## config.mk

```make
export PLATFORM = sky130hd
export DESIGN_NAME = mii_repeater_arbiter
export DESIGN_NICKNAME = d
export VERILOG_FILES = /design/src/rtl/mii_repeater_arbiter.sv
export SDC_FILE = /design/constraint.sdc
export NUM_CORES = 1
export LEC_CHECK = 0
export ABC_AREA = 1
export BUFFER_PORTS_ARGS = -buffer_cell sky130_fd_sc_hd__buf_2
export CORE_AREA = 10 10 126 82
export DETAILED_ROUTE_END_ITERATION = 10
export DIE_AREA = 0 0 136 92
export PLACE_DENSITY = 0.63
export REMOVE_ABC_BUFFERS = 1
export SLEW_MARGIN = 15
export SYNTH_ARGS = -nofsm -noshare
export SYNTH_HDL_FRONTEND = slang
export SYNTH_SLANG_ARGS = --single-unit
```

## constraint.sdc

```tcl
create_clock -name clk -period 3.1 [get_ports clk]
set_input_delay 0.155 -clock clk [delete_from_list [all_inputs] [get_ports clk]]
set_output_delay 0.155 -clock clk [all_outputs]
set_load 0.05 [all_outputs]
```

## src/rtl/mii_repeater_arbiter.sv

```systemverilog
// Repeater-hub port arbiter: selects one active rx source, repeats it to every other port,
// and jams all ports for at least JAM_MIN nibbles whenever two or more ports are active.
module mii_repeater_arbiter #(
  parameter int PORTS     = 4,
  parameter int JAM_MIN   = 8,
  parameter int CNT_WIDTH = 16
) (
  input  logic                       clk,
  input  logic                       rst,
  input  logic                       ce,
  input  logic [PORTS-1:0]           port_dv,
  input  logic [PORTS-1:0]           port_er,
  input  logic [4*PORTS-1:0]         port_rxd,
  output logic                       tx_en,
  output logic                       tx_er,
  output logic [3:0]                 txd,
  output logic [PORTS-1:0]           tx_mask,
  output logic                       col,
  output logic [$clog2(PORTS)-1:0]   src,
  output logic [CNT_WIDTH-1:0]       col_count,
  output logic [CNT_WIDTH-1:0]       frame_count
);

  localparam int SRC_W  = $clog2(PORTS);
  localparam int JCNT_W = $clog2(JAM_MIN + 1);

  typedef enum logic [1:0] {IDLE = 2'd0, PASS = 2'd1, JAM = 2'd2} state_t;

  state_t              state_p0, state_d;
  logic [JCNT_W-1:0]   jcnt_p0, jcnt_d;
  logic [SRC_W-1:0]    src_d, act_idx;
  logic [3:0]          n_act;
  logic                col_inc, frm_inc;
  logic                en_nx, er_nx, col_nx;
  logic [3:0]          txd_nx;
  logic [PORTS-1:0]    mask_nx;

  function automatic logic [CNT_WIDTH-1:0] sat_inc(input logic [CNT_WIDTH-1:0] v);
    return (&v) ? v : v + CNT_WIDTH'(1);
  endfunction

  // Active-port census; act_idx is meaningful only when exactly one port is active
  always_comb begin
    n_act   = 4'd0;
    act_idx = '0;
    for (int i = 0; i < PORTS; i++) begin
      n_act = n_act + {3'b000, port_dv[i]};
      if (port_dv[i]) act_idx = SRC_W'(i);
    end
  end

  always_ff @(posedge clk) begin
    if (rst) begin
      state_p0 <= IDLE;
      jcnt_p0  <= '0;
    end else if (ce) begin
      state_p0 <= state_d;
      jcnt_p0  <= jcnt_d;
    end
  end

  always_comb begin
    state_d = state_p0;
    jcnt_d  = jcnt_p0;
    src_d   = src;
    col_inc = 1'b0;
    frm_inc = 1'b0;
    case (state_p0)
      IDLE: begin
        if (n_act == 4'd1) begin
          state_d = PASS;
          src_d   = act_idx;
        end else if (n_act >= 4'd2) begin
          state_d = JAM;
          jcnt_d  = '0;
          col_inc = 1'b1;
        end
      end
      PASS: begin
        if (port_dv[src] && n_act == 4'd1) begin
          state_d = PASS;
        end else if (n_act == 4'd0) begin
          state_d = IDLE;
          frm_inc = 1'b1;
        end else begin
          state_d = JAM;
          jcnt_d  = '0;
          col_inc = 1'b1;
        end
      end
      JAM: begin
        // A lone survivor keeps the jam going; only total silence after JAM_MIN ends it
        if (n_act == 4'd0 && jcnt_p0 >= JCNT_W'(JAM_MIN)) begin
          state_d = IDLE;
        end else if (jcnt_p0 < JCNT_W'(JAM_MIN)) begin
          jcnt_d = jcnt_p0 + JCNT_W'(1);
        end
      end
      default: state_d = IDLE;
    endcase
  end

  // Output values for the update being committed, derived from the state being entered
  always_comb begin
    en_nx   = 1'b0;
    er_nx   = 1'b0;
    col_nx  = 1'b0;
    txd_nx  = 4'h0;
    mask_nx = '0;
    case (state_d)
      PASS: begin
        en_nx   = 1'b1;
        er_nx   = port_er[src_d];
        txd_nx  = port_rxd[{src_d, 2'b00} +: 4];
        mask_nx = ~(PORTS'(1) << src_d);
      end
      JAM: begin
        en_nx   = 1'b1;
        txd_nx  = 4'h5;
        mask_nx = '1;
        col_nx  = 1'b1;
      end
      default: ;
    endcase
  end

  always_ff @(posedge clk) begin
    if (rst) begin
      tx_en       <= 1'b0;
      tx_er       <= 1'b0;
      txd         <= 4'h0;
      tx_mask     <= '0;
      col         <= 1'b0;
      src         <= '0;
      col_count   <= '0;
      frame_count <= '0;
    end else if (ce) begin
      tx_en       <= en_nx;
      tx_er       <= er_nx;
      txd         <= txd_nx;
      tx_mask     <= mask_nx;
      col         <= col_nx;
      src         <= src_d;
      col_count   <= col_inc ? sat_inc(col_count) : col_count;
      frame_count <= frm_inc ? sat_inc(frame_count) : frame_count;
    end
  end

endmodule
```

==> impl_metrics.csv <==
group,metric,value,unit
job,cap_viol_max_count,0,
sta,setup_viol,0,
placed_design,gp_congestion,0.857,
final_layout,fin_nets,568,
sta,worst_pin_slew,499,ps
route,firstDrtPassIters,4,
synth,synthTopCellsByArea,"dfxtp_1, nand2_1, nand3_1, a21oi_1, inv_1",
final_layout,finalNonFillerCells,644,
clock_tree,post-cts-setup-buffer-count,0,
clock_tree,clk_latency,300,ps
global_route,grt_pass1_wl,13900,um
sta,rsz0062_at_grt,"no",
die,core_area,8170,um2
sta,fmax,0.353,GHz
final_layout,multiInputGateArea,1860,um2
clock_tree,ctsResizeCount,0,
placed_design,dpl_worst_slack,2.86,ps
synth,yosysWarnings,0,
placed_design,port_buffers,71,
global_route,overflow,0,
sta,finClkSkew,8.03,ps
clock_tree,cts.path.max_buffers,2,
final_layout,finalInstanceArea,3720,um2
synth,synthFlopType,"dfxtp_1",
final_layout,antenna_cells,0,
final_layout,fillers,873,
clock_tree,cts-buffers-inserted,5,
synth,ys_seq_area_frac,0.322,
setup_path,crit_family,"adder cells",
setup_path,cpMaxStageDelayCell,"fa_1",
die,pin_count,72,
placed_design,dpl_cell_area,3570,um2
die,start_util,0.388,
setup_path,path_cells,"buf_2 > inv_1 > fa_1 > inv_1 > ha_1 > inv_1 > ha_1 > nor2_2 > nand2_1 > inv_1 > nand3_1 > nand2_1 > inv_1 > ha_1 > nor2_1 > o21ai_0 > a21oi_1",
route,wl_per_cell,12.8,um
final_layout,register_area,1020,um2
worst_hold_path,hold_class,"input pin to register",
power_and_ir_drop,p_total,1.69,mW
route,wl,8270,um
sta,hold_slack,214,ps
setup_path,crit_fanout,8,
sta,relSlewSlack,0.667,
clock_tree,ctsHoldBuffers,0,
setup_path,endpoint_kind,"register",
setup_path,cpMostUsedCell,"inv_1",
global_route,grt_antenna_before_repair,0,
global_route,track_usage,0.131,
sta,period_share,0.913,
synth,synth-edff-count,0,
setup_path,cpPeakStageDelay,410,ps
synth,synth_cells,466,
clock_tree,path_clk_slew,60,ps
synth,yosysTopAreaCell,"dfxtp_1",
setup_path,path_class,"input pin to register",
die,rows,26,
synth,yosysUniqueCellTypes,33,
die,dieWidth,136,um
final_layout,drive_gt1_frac,0.207,
power_and_ir_drop,ir_worst_vdd,0.000264,V
placed_design,dp_cells,636,
sta,hold_violations,0,
route,ant_nets,0,
sta,period_minus_slack,2830,ps
final_layout,area_growth,17.2,%
clock_tree,htreeDepth,2,
power_and_ir_drop,leakage,1.59,nW
global_route,grt_pass1_vias,2956,
synth,avgSynthCellArea,6.81,um2
clock_tree,cts_sinks,51,
route,viasPerCell,4.97,
synth,synth-seq-cells,51,
route,post-route-drc-count,0,
synth,async_reset_ff_frac,0,
setup_path,cp.required,3330,ps
power_and_ir_drop,power_density,454,nW/um2
setup_path,arrival,3060,ps
sta,fin_tns_setup,0,ps
clock_tree,cts_tree,"built",
die,die_area,12500,um2
setup_path,crit_buf_inv,6,
status,status,"completed",
global_route,grt_max_degree,22,
synth,syn_area,3170,um2
sta,layout_setup_ws,270,ps
synth,synth.top_cell.area_share,0.322,
clock_tree,root_buffer,"clkbuf_16",
setup_path,ff2ff_setup_slack,960,ps
die,die_y,92,um
final_layout,final_util,0.455,
route,vias,3202,
placed_design,dpl.hpwl,6400,um
setup_path,start_kind,"input pin",
route,first_iter_violations,217,
sta,drv_slew,0,
## sequential cells by signal, summed over array words and instances (netlist names), 2 cells and up
signal       cells
state_p0         2
col_count       16
jcnt_p0          4
frame_count     16
src              2
tx_mask          4
txd              4
## cells by family after synthesis
group                    Yosys count  share of synthesized area
AND/OR/NAND/NOR                  241                      0.340
AO/OA/AOI/OAI                     77                      0.138
buffers and inverters             63                     0.0919
flip-flops                        51                      0.322
XOR/XNOR                          24                     0.0663
adder cells (fa/ha/maj)           10                     0.0418
## power by group
part           internal (mW)  switching, mW
clock network          0.298          0.241
registers              0.685         0.0256
logic                  0.124          0.314
## final timing paths
path                    from          to  cells past startpoint
hold reg to reg          col         col                      2
setup reg to reg      src[0]  tx_mask[2]                     11
setup / recovery  port_dv[3]  tx_mask[2]                     17
hold / removal            ce         col                      3
## tightest hold or removal path, cell delays in order
cell	delay, ps
buf_2	170
nand2_1	70
a21oi_1	50
## cells in the final DEF, fill, tap and decap left out, drive strengths merged
master,n
nand2,136
buf,74
a21oi,56
dfxtp,51
nand3,51
inv,47
nor2,30
o21ai,18
nor3,14
xor2,13
xnor2,11
ha,9
clkbuf,6
nand4,5
o211ai,2
nand3b,2
and3,2
a31oi,1
or2,1
fa,1
clkinvlp,1
clkinv,1
## final cells by class
cell class | instances | area share
clock inverters | 2 | 0.00337
repair buffers | 74 | 0.102
inverters | 47 | 0.0475
well taps | 112 | 0.0377
clock buffers | 6 | 0.0347
multi-input cells | 352 | 0.500
flip-flops and latches | 51 | 0.275
## cell usage after synthesis (2+ instances only)
| cell | number |
|---|---|
| nor2_4 | 3 |
| a21oi_1 | 45 |
| xor2_1 | 13 |
| o21ai_0 | 16 |
| a21oi_2 | 11 |
| nor2_2 | 2 |
| buf_6 | 3 |
| clkbuf_1 | 7 |
| nand4_1 | 5 |
| nor3_1 | 13 |
| and3_1 | 2 |
| nor2_1 | 25 |
| nand2_2 | 5 |
| nand3_1 | 50 |
| o211ai_1 | 2 |
| inv_1 | 43 |
| buf_4 | 4 |
| xnor2_1 | 11 |
| dfxtp_1 | 51 |
| inv_2 | 4 |
| nand2_1 | 130 |
| nand3b_1 | 2 |
| ha_1 | 9 |
## layer usage
metal / wire, um / global-route usage / vias to the layer above
met5: 0 / 0 / -
met2: 3310 / 0.186 / 84
met3: 648 / 0.0463 / 5
li1: - / - / 1648
met1: 4260 / 0.185 / 1465
met4: 58 / 0.0292 / 0
Power figures use the tool's default switching activity.
